### config.mk
export PLATFORM = sky130hd
export DESIGN_NAME = dmem_arbiter_flat
export DESIGN_NICKNAME = d
export VERILOG_FILES = /design/src/rtl/dmem_pkg.sv /design/src/rtl/dmem_arbiter_if.sv /design/src/rtl/dmem_align_chk.sv /design/src/rtl/dmem_arbiter.sv /design/src/flat_wrapper.sv
export SDC_FILE = /design/constraint.sdc
export NUM_CORES = 1
export LEC_CHECK = 0
export CORE_AREA = 2 2 120 122
export DETAILED_ROUTE_END_ITERATION = 8
export DIE_AREA = 0 0 122 124
export GPL_TIMING_DRIVEN = 0
export PLACE_DENSITY = 0.67
export SYNTH_ARGS = -nofsm -noshare
export SYNTH_HDL_FRONTEND = slang
export SYNTH_SLANG_ARGS = --single-unit
### constraint.sdc
create_clock -name clk -period 2 [get_ports clk]
set_input_delay 0.4 -clock clk [delete_from_list [all_inputs] [get_ports clk]]
set_output_delay 0.4 -clock clk [all_outputs]
set_load 0.01 [all_outputs]
### src/rtl/dmem_pkg.sv
// Shared data-memory access encodings and request payload, used by the arbiter,
// the data memory and the decoder.
package dmem_pkg;

    localparam int unsigned ADDR_W = 32;
    localparam int unsigned DATA_W = 32;

    typedef enum logic [2:0] {
        LD_NONE = 3'b000,
        LD_LB   = 3'b001,
        LD_LH   = 3'b010,
        LD_LW   = 3'b011,
        LD_LBU  = 3'b101,
        LD_LHU  = 3'b110
    } load_op_e;

    typedef enum logic [1:0] {
        ST_NONE = 2'b00,
        ST_SB   = 2'b01,
        ST_SH   = 2'b10,
        ST_SW   = 2'b11
    } store_op_e;

    typedef struct packed {
        logic [ADDR_W-1:0] addr;
        logic [DATA_W-1:0] wdata;
        load_op_e          is_load;
        store_op_e         is_store;
    } dmem_req_t;

    // A request that neither loads nor stores completes without touching memory
    function automatic logic req_is_noop(input dmem_req_t r);
        return (r.is_load == LD_NONE) && (r.is_store == ST_NONE);
    endfunction

endpackage

### src/rtl/dmem_arbiter_if.sv
// One requester port of the data-memory arbiter: request, grant and response.
interface dmem_arbiter_if;
    import dmem_pkg::*;

    logic              req;
    logic [ADDR_W-1:0] addr;
    logic [DATA_W-1:0] wdata;
    load_op_e          is_load;
    store_op_e         is_store;
    logic              gnt;
    logic              rsp_valid;
    logic              rsp_err;
    logic [DATA_W-1:0] rd_data;

    modport master (
        output req, addr, wdata, is_load, is_store,
        input  gnt, rsp_valid, rsp_err, rd_data
    );

    modport slave (
        input  req, addr, wdata, is_load, is_store,
        output gnt, rsp_valid, rsp_err, rd_data
    );
endinterface

### src/rtl/dmem_align_chk.sv
// Flags misaligned accesses, unused load codes and combined load+store requests.
module dmem_align_chk
    import dmem_pkg::*;
(
    input  logic [1:0] addr_lo,
    input  load_op_e   is_load,
    input  store_op_e  is_store,
    output logic       illegal_c
);

    always_comb begin
        illegal_c = (is_load != LD_NONE) && (is_store != ST_NONE);
        case (is_load)
            LD_NONE, LD_LB, LD_LBU: ;
            LD_LH, LD_LHU: if (addr_lo == 2'b11) illegal_c = 1'b1;
            LD_LW:         if (addr_lo != 2'b00) illegal_c = 1'b1;
            default:       illegal_c = 1'b1;
        endcase
        case (is_store)
            ST_SH:   if (addr_lo == 2'b11) illegal_c = 1'b1;
            ST_SW:   if (addr_lo != 2'b00) illegal_c = 1'b1;
            default: ;
        endcase
    end

endmodule

### src/rtl/dmem_arbiter.sv
// Two-port data-memory arbiter: combinational grant and forward, one-cycle
// registered response routed back to the granted port.
module dmem_arbiter
    import dmem_pkg::*;
#(
    parameter bit FIXED_PRIO = 1'b0
) (
    input  logic              clk,
    input  logic              rst_n,
    dmem_arbiter_if.slave     p0,
    dmem_arbiter_if.slave     p1,
    output logic [ADDR_W-1:0] m_addr,
    output logic [DATA_W-1:0] m_wdata,
    output load_op_e          m_is_load,
    output store_op_e         m_is_store,
    input  logic [DATA_W-1:0] m_rd_data
);

    logic      last_win;
    logic      rsp_pend;
    logic      rsp_port;
    logic      rsp_err;
    logic      rsp_load;

    logic      sel_c;
    logic      gnt_c;
    logic      illegal_c;
    logic      fwd_c;
    dmem_req_t req_c;

    // Winner select: round-robin favours the port that did not win last time
    always_comb begin
        sel_c = 1'b0;
        if (p0.req && p1.req) begin
            sel_c = FIXED_PRIO ? 1'b0 : ~last_win;
        end else if (p1.req) begin
            sel_c = 1'b1;
        end
    end

    assign gnt_c  = rst_n & (p0.req | p1.req);
    assign p0.gnt = gnt_c & ~sel_c;
    assign p1.gnt = gnt_c &  sel_c;

    always_comb begin
        if (sel_c) begin
            req_c = {p1.addr, p1.wdata, p1.is_load, p1.is_store};
        end else begin
            req_c = {p0.addr, p0.wdata, p0.is_load, p0.is_store};
        end
    end

    dmem_align_chk u_align_chk (
        .addr_lo   (req_c.addr[1:0]),
        .is_load   (req_c.is_load),
        .is_store  (req_c.is_store),
        .illegal_c (illegal_c)
    );

    assign fwd_c = gnt_c & ~illegal_c & ~req_is_noop(req_c);

    // Memory side stays idle unless a legal, non-empty access is granted
    always_comb begin
        m_addr     = '0;
        m_wdata    = '0;
        m_is_load  = LD_NONE;
        m_is_store = ST_NONE;
        if (fwd_c) begin
            m_addr     = req_c.addr;
            m_wdata    = req_c.wdata;
            m_is_load  = req_c.is_load;
            m_is_store = req_c.is_store;
        end
    end

    always_ff @(posedge clk or negedge rst_n) begin
        if (!rst_n) begin
            rsp_pend <= 1'b0;
            rsp_port <= 1'b0;
            rsp_err  <= 1'b0;
            rsp_load <= 1'b0;
            last_win <= 1'b1;
        end else begin
            rsp_pend <= gnt_c;
            if (gnt_c) begin
                rsp_port <= sel_c;
                rsp_err  <= illegal_c;
                rsp_load <= fwd_c & (req_c.is_load != LD_NONE);
                last_win <= sel_c;
            end
        end
    end

    // Response fan-out; read data only passes through for a forwarded load
    assign p0.rsp_valid = rsp_pend & ~rsp_port;
    assign p1.rsp_valid = rsp_pend &  rsp_port;
    assign p0.rsp_err   = p0.rsp_valid & rsp_err;
    assign p1.rsp_err   = p1.rsp_valid & rsp_err;
    assign p0.rd_data   = (p0.rsp_valid & rsp_load) ? m_rd_data : '0;
    assign p1.rd_data   = (p1.rsp_valid & rsp_load) ? m_rd_data : '0;

endmodule
### src/flat_wrapper.sv
// flat-port wrapper written by rule: the top's interface ports become plain ports
module dmem_arbiter_flat import dmem_pkg::*;
#(
    parameter bit FIXED_PRIO = 1'b0
)
  (clk, rst_n, m_addr, m_wdata, m_is_load, m_is_store, m_rd_data, p0_req, p0_addr, p0_wdata, p0_is_load, p0_is_store, p0_gnt, p0_rsp_valid, p0_rsp_err, p0_rd_data, p1_req, p1_addr, p1_wdata, p1_is_load, p1_is_store, p1_gnt, p1_rsp_valid, p1_rsp_err, p1_rd_data);
  dmem_arbiter_if p0_i ();
  dmem_arbiter_if p1_i ();
  input  logic clk;
  input  logic rst_n;
  output logic [ADDR_W-1:0] m_addr;
  output logic [DATA_W-1:0] m_wdata;
  output load_op_e m_is_load;
  output store_op_e m_is_store;
  input  logic [DATA_W-1:0] m_rd_data;
  input wire logic [$bits(p0_i.req)-1:0] p0_req;
  input wire logic [$bits(p0_i.addr)-1:0] p0_addr;
  input wire logic [$bits(p0_i.wdata)-1:0] p0_wdata;
  input wire logic [$bits(p0_i.is_load)-1:0] p0_is_load;
  input wire logic [$bits(p0_i.is_store)-1:0] p0_is_store;
  output wire logic [$bits(p0_i.gnt)-1:0] p0_gnt;
  output wire logic [$bits(p0_i.rsp_valid)-1:0] p0_rsp_valid;
  output wire logic [$bits(p0_i.rsp_err)-1:0] p0_rsp_err;
  output wire logic [$bits(p0_i.rd_data)-1:0] p0_rd_data;
  input wire logic [$bits(p1_i.req)-1:0] p1_req;
  input wire logic [$bits(p1_i.addr)-1:0] p1_addr;
  input wire logic [$bits(p1_i.wdata)-1:0] p1_wdata;
  input wire logic [$bits(p1_i.is_load)-1:0] p1_is_load;
  input wire logic [$bits(p1_i.is_store)-1:0] p1_is_store;
  output wire logic [$bits(p1_i.gnt)-1:0] p1_gnt;
  output wire logic [$bits(p1_i.rsp_valid)-1:0] p1_rsp_valid;
  output wire logic [$bits(p1_i.rsp_err)-1:0] p1_rsp_err;
  output wire logic [$bits(p1_i.rd_data)-1:0] p1_rd_data;
  assign p0_i.req = p0_req;
  assign p0_i.addr = p0_addr;
  assign p0_i.wdata = p0_wdata;
  assign p0_i.is_load = p0_is_load;
  assign p0_i.is_store = p0_is_store;
  assign p0_gnt = p0_i.gnt;
  assign p0_rsp_valid = p0_i.rsp_valid;
  assign p0_rsp_err = p0_i.rsp_err;
  assign p0_rd_data = p0_i.rd_data;
  assign p1_i.req = p1_req;
  assign p1_i.addr = p1_addr;
  assign p1_i.wdata = p1_wdata;
  assign p1_i.is_load = p1_is_load;
  assign p1_i.is_store = p1_is_store;
  assign p1_gnt = p1_i.gnt;
  assign p1_rsp_valid = p1_i.rsp_valid;
  assign p1_rsp_err = p1_i.rsp_err;
  assign p1_rd_data = p1_i.rd_data;
  dmem_arbiter #(.FIXED_PRIO(FIXED_PRIO)) u_core (.clk(clk), .rst_n(rst_n), .p0(p0_i), .p1(p1_i), .m_addr(m_addr), .m_wdata(m_wdata), .m_is_load(m_is_load), .m_is_store(m_is_store), .m_rd_data(m_rd_data));
endmodule
==> impl_metrics.ini, run 1 <==
[layout]
drive_above_1_share_pct = 36.9
fin_nets = 803
design_area_um2 = 6300
antenna_cells = 0
synthToLayoutAreaGrowth_pct = 202
final_common_cell = clkdlybuf4s50_1
final_util_pct = 45.9
final_cell_mix = clkdlybuf4s50_1 (160), buf_2 (70), mux2i_1 (68)

[routing]
first_iter_violations = 75
drtAntennaViolNets = 0
avgViaCountPerCell = 4.49
post_drt_wl_per_cell_um = 17.0
dr.pass1.iters = 6
route.detailed.drc = 0
drt-total-wl_mm = 13.7
num_vias = 3629

[sta]
period_needed_ps = 2520
setup_slack_ps = -519
relSlewSlack_pct = 76.5
finalMaxSlewViolations = 0
worst_slew_pin_slew_ps = 348
max_freq_ghz = 0.397
skew_ps = 0.845
whs_ps = 89.7
rsz0062_at_grt = yes
setup_viol = 69
post-route-period-util_pct = 126
hold_violations = 0

[power_and_ir_drop]
net-switching-power_uw = 652
pwr-share-clk_pct = 18.4
netSwitchingFraction_pct = 36.7
p_comb_share_pct = 74.5
power_density_nw_per_um2 = 282
ir_worst_vdd_uv = 217
power_leakage_nw = 3.11
p_seq_share_pct = 7.2
p_total_mw = 1.78
internal_power_mw = 1.12

[clock_tree]
clock-sinks = 5
cts_hold_buffers = 0
cts_max_level = 1
path_clk_slew_ps = 30
cts_buffers = 3
cts_max_path_buffers = 2
cts_root_buf = clkbuf_16
clk_latency_ps = 220
cts_tree = done

[critical_path]
required_ps = 1600
worstSetupPathType = in2out
crit_fanout = 6
start_kind = input port
worstPathArrival_ps = 2120
end_kind = output pin

[synthesis]
synth.distinct_cells = 30
ys_async_sr_fraction_pct = 100
synth_top_family_by_area = simple AND/OR/NAND/NOR gates
synthTopCellsByArea = mux2i_1 (33%), nor3_1 (16%), and2_1 (10%), and3_1 (10%), buf_6 (4.9%)
synth_edf_count = 0
synth_xor_xnor_area_share_pct = 0
yosys.area.top_type_share_pct = 32.6
ys.flop_type = dfrtp_1
post_synth_and_or_nand_nor_area_fraction_pct = 41.7
synth.avg_cell_area_um2 = 7.38
synth_compound_area_share_pct = 7.13
synth_fp_nets = 457
synth-seq-area-share_pct = 6.05
synth_top_area_cell = mux2i_1
netlist_area_um2 = 2090
yosysWarnings = 0
synth_mux_area_share_pct = 33.1
synthCells = 283
synth.ff_latch_count = 5
synthAdderAreaFrac_pct = 0.959

[grt]
grt_use_total_pct = 16.2
grt_max_degree = 11
grt_pass1_vias = 3660
grt_pass1_wl_mm = 19.4
antenna_found_initial = 0
grt_overflow = 0

[outcome]
status = complete, but fails checks
failed_checks = negative setup slack

[die]
start_util_pct = 15.2
die_area_um2 = 15100
rows = 43
core_region_area_um2 = 13700
die_y_um = 124
pin_count = 313
die_w_um = 122

[hold_path]
min_path_type = in2async

[place]
gp_congestion = 0.806
pre_cts_ws_ps = -1540
dp_hpwl_mm = 11.1
port-buffer-count = 312
dpl_cell_area_um2 = 5550

[job]
max_cap_viol_count = 0
==> routing by layer <==
layer | up-vias | GRT usage (%) | share of wire, %
met4 | 0 | 1.58 | 0.60
met3 | 8 | 2.98 | 8.1
met1 | 1686 | 17.4 | 36
met5 | - | 0 | 0
li1 | 1742 | - | -
met2 | 193 | 33.6 | 55
==> repair_timing <==
action / in CTS / in global routing
pin swaps: 41 / 11
setup endpoints to repair: 139 / 76
setup buffers: 23 / 3
gates resized for setup: 536 / 59
cloned: 6 / 0
==> kinds of logic (layout without fill, tap and decap cells) <==
logic type | Yosys count | in the layout
simple gates | 154 | 154
buf+inv | 34 | 379
compound gates | 19 | 19
flops | 5 | 5
fa+ha+maj | 2 | 2
mux | 69 | 69
==> cells in the mapped netlist (all sizes together) (2+ instances only) <==
master and n:
nor3 69, mux2i 68, and2 34, and3 34, buf 21, clkbuf 10
o21ai 8, nand2 5, nor2 5, dfrtp 4, inv 3, nand3 3
a211oi 2, a21o 2, a21oi 2, a221oi 2, maj3 2, or3 2
==> path summary, 6_finish.rpt <==
kind,start,end,slack [ps],cells past startpoint
max reg2reg,u_core.last_win,u_core.rsp_err,230,6
max,p0_is_load[1],m_wdata[9],-520,9
min in group clk,u_core.rsp_err,u_core.rsp_err,520,1
min reg2reg,u_core.rsp_err,u_core.rsp_err,520,1
max in group asynchronous,rst_n,u_core.last_win,1680,1
min,rst_n,u_core.rsp_pend,90,1
==> power by group through the flow <==
| stage | combinational, mW | sequential, mW | clock, mW |
|---|---|---|---|
| floorplan | 0.449 | 0.125 | 0 |
| global placement | 1.03 | 0.129 | 0 |
| detailed placement | 1.05 | 0.130 | 0 |
| CTS | 1.29 | 0.127 | 0.329 |
| global route | 1.41 | 0.129 | 0.338 |
| finish | 1.32 | 0.127 | 0.326 |
==> stage by stage <==
stage | TNS (ps) | cells
after floorplan | -8990 | 283
after global placement | -112850 | 775
after detailed placement | -116460 | 775
after CTS | -32970 | 806
after global routing | -37090 | 808
final | -32070 | 808
==> critical path, cell delays in order <==
cell and delay (ps):
buf_8 100, or3_4 380, buf_6 130, a221oi_4 300
o21ai_4 150, buf_6 180, buf_16 140, nor3_4 170
buf_2 160
==> layout make-up <==
class,instances,area [µm²]
Sequential cell,5,128
Multi-Input combinational cell,244,2320
Timing Repair Buffer,344,3180
Tap cell,180,225
Fill cell,1374,7420
Clock buffer,4,78.8
Buffer,28,357
Inverter,3,11.3
==> sequential cells by signal, summed over array words and instances (netlist names) <==
signal and count:
u_core.rsp_load 1, u_core.rsp_port 1, u_core.rsp_err 1, u_core.last_win 1, u_core.rsp_pend 1
No activity file was read; power rests on OpenSTA's default activity.
==> run 2, diff against run 1 <==
Settings changed: CORE_AREA 2 2 120 122 to 2 2 123 125, DIE_AREA 0 0 122 124 to 0 0 125 127, DONT_BUFFER_PORTS set to 1, PLACE_DENSITY 0.67 to 0.36, RECOVER_POWER set to 50.
==> impl_metrics.ini, run 2 (synthesis gave the netlist of run 1 again) <==
[outcome]
status = complete, but fails checks
failed_checks = negative setup slack

[routing]
drtAntennaViolNets = 0
num_vias = 2427
post_drt_wl_per_cell_um = 22.3
first_iter_violations = 73
avgViaCountPerCell = 4.99
dr.pass1.iters = 4
route.detailed.drc = 0
drt-total-wl_mm = 10.8

[die]
pin_count = 313
rows = 44
die_y_um = 127
core_region_area_um2 = 14400
start_util_pct = 14.5
die_area_um2 = 15900
die_w_um = 125

[critical_path]
r2r-start = u_core.last_win
crit_fanout = 5
timing.critical_path.buf_inv = 2
slowest_stage = dfstp_2
cp-endpoint = m_wdata[25]
ff2ff_path_depth = 8
required_ps = 1600
crit_cells = 6
r2r_setup_slack_ps = 100
worstSetupPathType = reg2out
worstPathArrival_ps = 1910
cp-startpoint = u_core.last_win
start_kind = flip-flop
crit_path_max_incr_delay_ps = 560
crit_chain = a21boi_4 -> or2_4 -> o311ai_4 -> buf_6 -> clkbuf_16 -> nor3_4
r2r-end = u_core.rsp_err
end_kind = output pin
critical-path-top-delay-family = flip-flops

[layout]
final_common_cell = nor3_4
fin_nets = 477
synthToLayoutAreaGrowth_pct = 74.5
design_area_um2 = 3640
antenna_cells = 0
drive_above_1_share_pct = 44.0
fillers = 1512
layout.cells.non_filler = 486
final_cell_mix = nor3_4 (63), mux2i_1 (59), and3_1 (34)

[sta]
worst_slew_pin_slew_ps = 923
post-route-period-util_pct = 116
max_freq_ghz = 0.433
relSlewSlack_pct = 38.5
setup_slack_ps = -311
skew_ps = 0.625
hold_violations = 0
rsz0062_at_grt = yes
finalMaxSlewViolations = 0
setup_viol = 70
period_needed_ps = 2310

[grt]
grt_pass1_wl_mm = 14.4
grt_max_degree = 11
grt_use_total_pct = 11.6
antenna_found_initial = 0
grt_pass1_vias = 2453
grt_overflow = 0

[clock_tree]
cts_root_buf = clkbuf_16
clk_latency_ps = 230
clock-sinks = 5
cts_max_level = 1
cts_max_path_buffers = 2
cts_tree = done
cts_buffers = 3
path_clk_slew_ps = 30

[place]
dpl_cell_area_um2 = 2430
port-buffer-count = 0
gp_congestion = 0.873
dp_hpwl_mm = 8.27
dp_cells = 467

[power_and_ir_drop]
ir_worst_vdd_uv = 255
p_total_mw = 1.37
power_density_nw_per_um2 = 377
power_leakage_nw = 1.60

[job]
max_cap_viol_count = 0

[hold_path]
min_path_type = in2async
==> run 2: cell types whose count changed in the layout (fill, tap and decap cells not counted), sizes merged <==
cell	change
clkdlybuf4s50	-160
buf	-96
dlygate4sd2	-53
clkdlybuf4s15	-22
clkbuf	+4
dlygate4sd3	+1
==> run 2: cell type report <==
class | count | area [µm²] | area share (%)
Buffer | 30 | 368 | 10.1
Sequential cell | 5 | 126 | 3.47
Tap cell | 184 | 230 | 6.32
Inverter | 3 | 11.3 | 0.309
Multi-Input combinational cell | 244 | 2580 | 70.8
Clock buffer | 4 | 78.8 | 2.16
Timing Repair Buffer | 16 | 251 | 6.90
==> run 2: through the flow <==
step | TNS (ps) | util (%) | worst slack [ps] | hold WS, ps
5_1_grt | -22960 | 25.3 | -357 | 12.3
3_3_place_gp | -34640 | 16.9 | -588 | 105
2_1_floorplan | -8990 | - | -169 | 104
4_1_cts | -22110 | 22.3 | -337 | 13.5
6_report | -19380 | 25.3 | -311 | 18.0
3_5_place_dp | -34830 | 16.9 | -596 | 105
==> run 2: metal layers <==
metal	share of wire, %	up-vias	track usage, %
met3	6.0	12	1.30
met5	0	-	0
li1	-	1081	-
met1	34	1146	12.1
met2	58	188	24.1
met4	1.8	0	2.94
==> run 2: what timing repair did <==
| item | 4_1_cts | 5_1_grt |
|---|---|---|
| hold buffers | 1 | 0 |
| gates resized for setup | 126 | 57 |
| cloned | 0 | 6 |
| pin swaps | 2 | 27 |
| endpoints found under the hold margin | 4 | 0 |
| setup buffers | 4 | 5 |
| endpoints found under the setup margin | 90 | 100 |
==> run 2: worst min path at each step <==
stage | startpoint | end | depth (start not counted)
after floorplan | rst_n | u_core.rsp_err | 0
after global placement | rst_n | u_core.rsp_port | 0
after detailed placement | rst_n | u_core.rsp_port | 0
after CTS | rst_n | u_core.last_win | 0
after global routing | rst_n | u_core.last_win | 0
final | rst_n | u_core.last_win | 0
==> run 2: where the power goes <==
group	leakage, nW	total (mW)	internal, mW	switching [mW]
Combinational	1.50	0.917	0.375	0.542
Sequential	0.0585	0.131	0.116	0.0154
Clock	0.0382	0.326	0.264	0.0622
